--- src/rtl/front_panel_loader.sv ---
// Front-panel loader: deposits an image into the CPU through the switch/button panel,
// then loads the start PC, runs the program and waits for it to halt.
module front_panel_loader #(
    parameter int unsigned HOLD_CYCLES   = 10,
    parameter int unsigned SETTLE_CYCLES = 30
) (
    input  logic        clock,
    input  logic        resetN,
    input  logic        req_valid,
    input  logic [11:0] req_addr,
    input  logic [11:0] req_data,
    input  logic        req_last,
    output logic        req_ready,
    input  logic [11:0] start_pc,
    output logic [12:0] sw,
    output logic        load_pc_btn,
    output logic        deposit_btn,
    input  logic        run_led,
    output logic        busy,
    output logic        done,
    output logic [12:0] words_loaded
);

    localparam int unsigned MAX_CYC = (HOLD_CYCLES > SETTLE_CYCLES) ? HOLD_CYCLES : SETTLE_CYCLES;
    localparam int unsigned CNT_W   = (MAX_CYC > 1) ? $clog2(MAX_CYC) : 1;
    localparam int unsigned WL_W    = 13;
    localparam int unsigned WL_MAX  = 4096;
    localparam logic [CNT_W-1:0] HOLD_RELOAD   = CNT_W'(HOLD_CYCLES - 1);
    localparam logic [CNT_W-1:0] SETTLE_RELOAD = CNT_W'(SETTLE_CYCLES - 1);

    typedef enum logic [3:0] {
        IDLE, SET_ADDR, PRESS_LP, RELEASE_LP, SET_DATA, PRESS_DEP, RELEASE_DEP,
        SET_START, PRESS_START, RELEASE_START, RUN, FINISH
    } state_t;

    state_t            state_q, state_d;
    logic [CNT_W-1:0]  cnt_q, cnt_d;
    logic [11:0]       addr_q, addr_d, data_q, data_d, pc_q, pc_d, next_addr_q, next_addr_d;
    logic              last_q, last_d, seq_valid_q, seq_valid_d;
    logic              clr_pend_q, clr_pend_d, seen_q, seen_d;
    logic [WL_W-1:0]   words_q, words_d;
    logic [12:0]       sw_q, sw_d;
    logic              lp_q, lp_d, dep_q, dep_d, busy_q, busy_d, done_q, done_d, ready_q, ready_d;
    logic              expired;

    always_ff @(posedge clock or negedge resetN) begin
        if (!resetN) begin
            state_q     <= IDLE;
            cnt_q       <= '0;
            addr_q      <= '0;
            data_q      <= '0;
            pc_q        <= '0;
            next_addr_q <= '0;
            last_q      <= 1'b0;
            seq_valid_q <= 1'b0;
            clr_pend_q  <= 1'b0;
            seen_q      <= 1'b0;
            words_q     <= '0;
            sw_q        <= '0;
            lp_q        <= 1'b0;
            dep_q       <= 1'b0;
            busy_q      <= 1'b0;
            done_q      <= 1'b0;
            ready_q     <= 1'b1;
        end else begin
            state_q     <= state_d;
            cnt_q       <= cnt_d;
            addr_q      <= addr_d;
            data_q      <= data_d;
            pc_q        <= pc_d;
            next_addr_q <= next_addr_d;
            last_q      <= last_d;
            seq_valid_q <= seq_valid_d;
            clr_pend_q  <= clr_pend_d;
            seen_q      <= seen_d;
            words_q     <= words_d;
            sw_q        <= sw_d;
            lp_q        <= lp_d;
            dep_q       <= dep_d;
            busy_q      <= busy_d;
            done_q      <= done_d;
            ready_q     <= ready_d;
        end
    end

    always_comb begin
        state_d     = state_q;
        cnt_d       = cnt_q;
        addr_d      = addr_q;
        data_d      = data_q;
        pc_d        = pc_q;
        next_addr_d = next_addr_q;
        last_d      = last_q;
        seq_valid_d = seq_valid_q;
        clr_pend_d  = clr_pend_q;
        seen_d      = seen_q;
        words_d     = words_q;
        expired     = (cnt_q == '0);

        unique case (state_q)
            IDLE: begin
                if (req_valid) begin
                    addr_d = req_addr;
                    data_d = req_data;
                    last_d = req_last;
                    if (clr_pend_q) begin
                        words_d    = '0;
                        clr_pend_d = 1'b0;
                    end
                    // Consecutive addresses skip the load-PC step: the CPU auto-increments.
                    state_d = (seq_valid_q && (req_addr == next_addr_q)) ? SET_DATA : SET_ADDR;
                end
            end
            SET_ADDR:    if (expired) state_d = PRESS_LP;
            PRESS_LP:    if (expired) state_d = RELEASE_LP;
            RELEASE_LP:  if (expired) state_d = SET_DATA;
            SET_DATA:    if (expired) state_d = PRESS_DEP;
            PRESS_DEP:   if (expired) state_d = RELEASE_DEP;
            RELEASE_DEP: begin
                if (expired) begin
                    next_addr_d = addr_q + 12'd1;
                    seq_valid_d = 1'b1;
                    if (words_q != WL_W'(WL_MAX)) words_d = words_q + 13'd1;
                    if (last_q) begin
                        state_d = SET_START;
                        pc_d    = start_pc;
                    end else begin
                        state_d = IDLE;
                    end
                end
            end
            SET_START:   if (expired) state_d = PRESS_START;
            PRESS_START: if (expired) state_d = RELEASE_START;
            RELEASE_START: begin
                if (expired) begin
                    seq_valid_d = 1'b0;
                    seen_d      = 1'b0;
                    state_d     = RUN;
                end
            end
            RUN: begin
                // Halt is the falling edge of run_led, so a low level before it rises is ignored.
                if (run_led)     seen_d  = 1'b1;
                else if (seen_q) state_d = FINISH;
            end
            FINISH: begin
                clr_pend_d = 1'b1;
                state_d    = IDLE;
            end
            default: state_d = IDLE;
        endcase

        if (state_d != state_q) cnt_d = (state_d == RELEASE_LP) ? SETTLE_RELOAD : HOLD_RELOAD;
        else if (!expired)      cnt_d = cnt_q - CNT_W'(1);

        // Outputs are registered from the next state so they align with state_q.
        unique case (state_d)
            SET_ADDR, PRESS_LP, RELEASE_LP:         sw_d = {1'b0, addr_d};
            SET_DATA, PRESS_DEP, RELEASE_DEP:       sw_d = {1'b0, data_d};
            SET_START, PRESS_START, RELEASE_START:  sw_d = {1'b0, pc_d};
            RUN:                                    sw_d = 13'h1000;
            default:                                sw_d = '0;
        endcase
        lp_d    = (state_d == PRESS_LP) || (state_d == PRESS_START);
        dep_d   = (state_d == PRESS_DEP);
        busy_d  = (state_d != IDLE);
        done_d  = (state_d == FINISH);
        ready_d = (state_d == IDLE);
    end

    assign req_ready    = ready_q;
    assign sw           = sw_q;
    assign load_pc_btn  = lp_q;
    assign deposit_btn  = dep_q;
    assign busy         = busy_q;
    assign done         = done_q;
    assign words_loaded = words_q;

endmodule

--- config.mk ---
export PLATFORM = sky130hd
export DESIGN_NAME = front_panel_loader
export DESIGN_NICKNAME = d
export VERILOG_FILES = /design/src/rtl/front_panel_loader.sv
export SDC_FILE = /design/constraint.sdc
export NUM_CORES = 1
export LEC_CHECK = 0
export CAP_MARGIN = 20
export CORE_MARGIN = 5
export CORE_UTILIZATION = 40
export CTS_CLUSTER_DIAMETER = 120
export CTS_CLUSTER_SIZE = 8
export DETAILED_ROUTE_END_ITERATION = 10
export SETUP_SLACK_MARGIN = 0.15
export SYNTH_ARGS = -nofsm -noshare
export SYNTH_HDL_FRONTEND = slang
export SYNTH_SLANG_ARGS = --single-unit
--- constraint.sdc ---
create_clock -name clock -period 3.7 [get_ports clock]
set_input_delay 0.555 -clock clock [delete_from_list [all_inputs] [get_ports clock]]
set_output_delay 0.555 -clock clock [all_outputs]
set_load 0.02 [all_outputs]
# Word-level counts from Yosys, hierarchy flattened
# Index checks and enable logic that the tools add are counted.
dict set report word_totals {
  latch_bits 0
  out_inout_bits 31
  reg_bits 92
  ram_bits 0
  romBits 0
  mem_count 0
}
dict set report classes {
  n_mux 38
  n_lt_le_gt_ge 0
  mul 0
  n_bitwise 0
  n_eq_ne 32
  n_shift 0
  n_addsub 3
  reduce_logical 19
  div_mod_pow 0
}
# operator count
set op_table {}
lappend op_table {{$mux 12} 7}
lappend op_table {{$mux 13} 4}
lappend op_table {{$pmux 13 s4} 1}
lappend op_table {{$mux 4} 12}
lappend op_table {{$pmux 4 s11} 1}
lappend op_table {{$eq 4x3->1 const B} 8}
lappend op_table {{$eq 4x4->1 const B} 8}
lappend op_table {{$pmux 13 s2} 1}
lappend op_table {{$eq 4x2->1 const B} 4}
lappend op_table {{$mux 5} 3}
lappend op_table {{$add 13x1->13 const B} 1}
lappend op_table {{$ne 13x13->1 const B} 1}
lappend op_table {{$add 12x1->12 const B} 1}
lappend op_table {{$eq 12x12->1} 1}
lappend op_table {{$ne 2x2->1 const B} 6}
lappend op_table {{$reduce_or 3->1} 3}
lappend op_table {{$eq 4x1->1 const B} 2}
lappend op_table {{$logic_not 4->1} 2}
lappend op_table {{$reduce_bool 2->1} 4}
lappend op_table {{$mux 3} 2}
lappend op_table {{$pmux 1 s2} 3}
lappend op_table {{$reduce_and 2->1} 3}
lappend op_table {{$reduce_and 3->1} 2}
lappend op_table {{$logic_not 5->1} 1}
lappend op_table {{other kinds (8)} 11}

# Logic depth before layout (Yosys ltp)
dict set report depth {
  word_depth 8
  mapped_depth 10
  mapped_depth_nobuf 8
}

# Least setup slack after synthesis
# Ideal clock, no wire load.
dict set report synth_path {
  path_type {register to register}
  startpoint {register cnt_q[0]}
  endpoint {register sw_q[0], in the netlist sw[0]}
  stages_incl_launch_ff 11
  n_path_buf 2
  path_slack_ns 1.204
  t_arrival_ns 2.361
  setup_time_ns 0.136
  path_cell_list {dfrtp_1 -> inv_1 -> ha_1 -> or4b_1 -> buf_2 -> a221o_1 -> a31o_1 -> o311ai_2 -> buf_4 -> nand2b_1 -> o221ai_2}
}
dict set report synth_between {
  elab_chain_cells 6
}
# item line_no
set synth_rtl {}
lappend synth_rtl {{start: declaration} 37} ;# logic [CNT_W-1:0] cnt_q, cnt_d;
lappend synth_rtl {{start signal: assignment} 67} ;# cnt_q <= cnt_d;
lappend synth_rtl {{$logic_not 5->1 (*)} 98} ;# expired = (cnt_q == '0);
lappend synth_rtl {{$mux 4, or another cell as far along} 135} ;# if (expired) begin
lappend synth_rtl {{$pmux 4 s11} 100} ;# unique case (state_q)
lappend synth_rtl {{$eq 4x4->1, or another cell as far along} 157} ;# unique case (state_d)
lappend synth_rtl {{$reduce_or 3->1} 157}
lappend synth_rtl {{$pmux 13 s4 (*)} 157}
lappend synth_rtl {{named net sw_d[0]} 42} ;# logic [12:0] sw_q, sw_d;
lappend synth_rtl {{end signal: assignment} 77} ;# sw_q <= sw_d;
lappend synth_rtl {{end: declaration} 42}
# Mark *: on every way through the listed nets, which the timed path passes. The rest lies on a longest branch.
# A chain may end at the register's enable or synchronous reset.

# Worst setup path in the final report
dict set report layout_path {
  startpoint {register cnt_q[0]}
  endpoint {register sw_q[3], in the netlist sw[3]}
}
# Same word-level chain as after synthesis.

==> reports/qor.yml <==
run_status:
  status: "complete, no violations"
grt:
  grt_first_pass_wirelength_mm: 17.29
  first_global_vias: 3394
  grt_usage_pct: 16.39
  grt_antenna_before_repair: 0
  grt_max_degree: 63
  gr-total-overflow: 0
layout:
  areaGrowthSynthToFinish_pct: 24.42
  nNetsFinal: 529
  drive_above_1_share_pct: 14.34
  layout.cells.non_filler: 631
  final_core_util_pct: 50.23
  antenna_cells: 0
  fill_cells: 1061
drt:
  ant_nets: 0
  drt_iter0_drc: 125
  remaining_drc_errors: 0
  drt-wirelength-per-cell_um: 16.60
  drt-total-wl_mm: 10.47
  drtPass1Iterations: 4
  routed-via-count: 3267
  avgViaCountPerCell: 5.177
clock_network:
  h-tree-depth: 3
  clockBufferDepth: 2
  numCtsBuffers: 9
  postCtsSetupRepairBufs: 0
  post_cts_resized: 0
  clockRootBuffer: "clkbuf_16"
  clock_sinks: 92
  cts_hold_buf: 0
  cts_tree: "done"
  clkLatencyLatePin_ns: 0.34
  clk_pin_slew_ns: 0.06
die:
  dieArea_sq_um: 13610
  die_y_um: 116.7
  coreArea_sq_um: 11270
  start_util_pct: 40.37
  die_x_um: 116.7
  io_pins: 72
  std_cell_rows: 39
timing:
  setup_viol: 0
  setup_tns_ns: 0
  setup_ws_ns: 0.5710
  fin_skew_ns: 0.008565
  period_minus_slack_ns: 3.129
  drv_slew: 0
  hold_viol: 0
  slew_headroom_pct: 46.65
  max_slew.worst_pin.slew_ns: 0.8002
  clock.fmax_ghz: 0.3196
  fin_crit_sh_pct: 84.57
  rsz0062_at_grt: "false"
logic_synthesis:
  synth_top_cell_area_share_pct: 50.04
  synth_top_area_cell: "dfrtp_1"
  yosys-top-cells-count: "91 x dfrtp_1, 43 x nand2_1, 26 x mux2_2"
  syn_nets: 461
  ys_types: 58
  synth-warning-count: 0
  ys_seq_area_share_pct: 50.62
  async_flop_share_pct: 100.0
  syn_inst: 415
  yosysMostFrequentCell: "dfrtp_1"
  syn_area_sq_um: 4551
  synthTopCellsByArea: "dfrtp_1 50%, mux2_2 6.4%, xor2_1 4.6%"
  synth_edf_count: 0
  ys_ff_latch: 92
  synthFlopType: "dfrtp_1"
  avgSynthCellArea_sq_um: 10.97
run:
  cap_violations: 0
setup_path:
  r2r_slack_ns: 0.57
  end_kind: "flop"
  cp.arrival_ns: 3.32
  r2r_start: "cnt_q[0]$_DFFE_PN0P_"
  crit_path_start: "cnt_q[0]$_DFFE_PN0P_"
  crit_path_end: "sw[3]$_DFF_PN0_"
  r2r_end: "sw[3]$_DFF_PN0_"
  crit_required_ns: 3.89
  critical_path_class: "reg -> reg"
  r2r.worst_path.cells: 8
  crit_path_start_kind: "flop"
  crit_fanout: 12
  cpPeakStageDelay_ns: 0.70
  slowest_stage: "o311ai_2"
  crit_chain: "inv_1 > ha_1 > or4b_1 > a221o_1 > a31o_1 > o311ai_2 > nand2b_2 > o221ai_2"
pwr:
  peakVddDrop_v: 0.0003864
  power_frac_clock_pct: 21.5
  internal_power_mw: 2.598
  pwr-share-comb_pct: 38.1
  p_sw_mw: 1.460
  p_total_mw: 4.058
  pwr-share-seq_pct: 40.4
  swShare_pct: 35.97
  leakagePower_nw: 2.388
  p_per_area_nw_per_um2: 716.8
worst_hold_path:
  hold_path_class: "in -> async"
placement:
  dp_hpwl_mm: 7.589
  dp_slack_ns: 0.5139
  place_inst: 615
  place.port_buffers: 71
  place_congestion: 0.8465
-- cells by family (layout without fill, tap and decap cells) --
| family | Yosys count | in the layout | share of synthesized area, % |
|---|---|---|---|
| simple gates | 149 | 149 | 18.01 |
| flops | 92 | 92 | 50.62 |
| compound gates | 52 | 52 | 9.404 |
| buf+inv | 41 | 114 | 4.124 |
| mux | 40 | 40 | 9.541 |
| xor+xnor | 36 | 36 | 6.929 |
| fa+ha+maj | 5 | 5 | 1.375 |
-- power by group through the flow --
stage          clock network (mW)  logic (mW)  registers (mW)
2_1_floorplan                   0        1.01            1.67
6_report                    0.873        1.55            1.64
5_1_grt                     0.935        1.72            1.68
3_5_place_dp                    0        1.57            1.65
4_1_cts                     0.896        1.58            1.64
3_3_place_gp                    0        1.54            1.64
-- registers in the layout, summed over array words and instances (netlist names), 4 cells and up --
| name | count |
|---|---|
| addr_q | 12 |
| cnt_q | 5 |
| data_q | 12 |
| next_addr_q | 12 |
| pc_q | 12 |
| state_q | 4 |
| sw | 13 |
| words_loaded | 13 |
-- critical path, delay by kind of cell (launching register included) --
family | cells | cell delay, ns
compound gates | 4 | 1.44
simple gates | 2 | 0.88
flops | 1 | 0.40
fa+ha+maj | 1 | 0.16
buf+inv | 1 | 0.11
-- metal layers --
| layer | wire (um) | up-vias | share of wire, % | global-route usage (%) |
|---|---|---|---|---|
| met5 | 0 | - | 0 | 0 |
| met4 | 111 | 0 | 1.1 | 4.128 |
| met3 | 498 | 9 | 4.8 | 4.093 |
| met2 | 5076 | 79 | 48 | 27.15 |
| met1 | 4787 | 1597 | 46 | 21.64 |
| li1 | - | 1582 | - | - |
-- stage by stage --
| step | area, sq um | hold WS, ns |
|---|---|---|
| after floorplan | 4551 | 0.2594 |
| after global placement | 5380 | 0.4643 |
| after detailed placement | 5380 | 0.4752 |
| after CTS | 5662 | 0.3436 |
| after global routing | 5662 | 0.3803 |
| final | 5662 | 0.3073 |
-- cell type report --
cell class / count / area, sq um / share of cell area, %
sequential: 92 / 2303 / 40.69
tap: 143 / 178.9 / 3.160
inverter: 21 / 78.83 / 1.392
clock inverter: 3 / 21.27 / 0.3757
clock buffer: 13 / 260.3 / 4.597
timing repair buffer: 77 / 753.2 / 13.30
multi-input combinational: 282 / 2066 / 36.49
-- worst min path at each step --
stage,from,to,slack [ns],cells past startpoint
2_1_floorplan,resetN,addr_q[0]$_DFF_PN0_,0.26,0
3_3_place_gp,data_q[7]$_DFF_PN0_,data_q[7]$_DFF_PN0_,0.46,2
3_5_place_dp,data_q[7]$_DFF_PN0_,data_q[7]$_DFF_PN0_,0.48,2
4_1_cts,resetN,cnt_q[1]$_DFFE_PN0P_,0.34,1
5_1_grt,resetN,cnt_q[3]$_DFFE_PN0P_,0.38,1
6_report,resetN,cnt_q[1]$_DFFE_PN0P_,0.31,1
-- cell usage in the layout (no fill, tap or decap), types with 3 or more instances in the layout --
| cell | count |
|---|---|
| mux2i_1 | 13 |
| inv_1 | 20 |
| nand2_1 | 43 |
| o22ai_1 | 3 |
| o21ai_0 | 19 |
| nand2b_2 | 3 |
| or2b_1 | 3 |
| buf_4 | 7 |
| dfrtp_1 | 91 |
| xnor2_1 | 12 |
| nor4_1 | 8 |
| clkdlybuf4s50_1 | 70 |
| nor4b_1 | 3 |
| and3_1 | 6 |
| o221ai_2 | 10 |
| nand3b_1 | 4 |
| mux2_2 | 26 |
| xor2_1 | 24 |
| nor2b_1 | 5 |
| ha_1 | 5 |
| clkbuf_16 | 9 |
| nor3_1 | 6 |
| nand4_1 | 5 |
| nand3_1 | 12 |
| a21oi_1 | 4 |
| nor3b_1 | 5 |
| nor2_1 | 21 |
| nand2b_1 | 9 |
No activity file was read; power rests on OpenSTA's default activity.
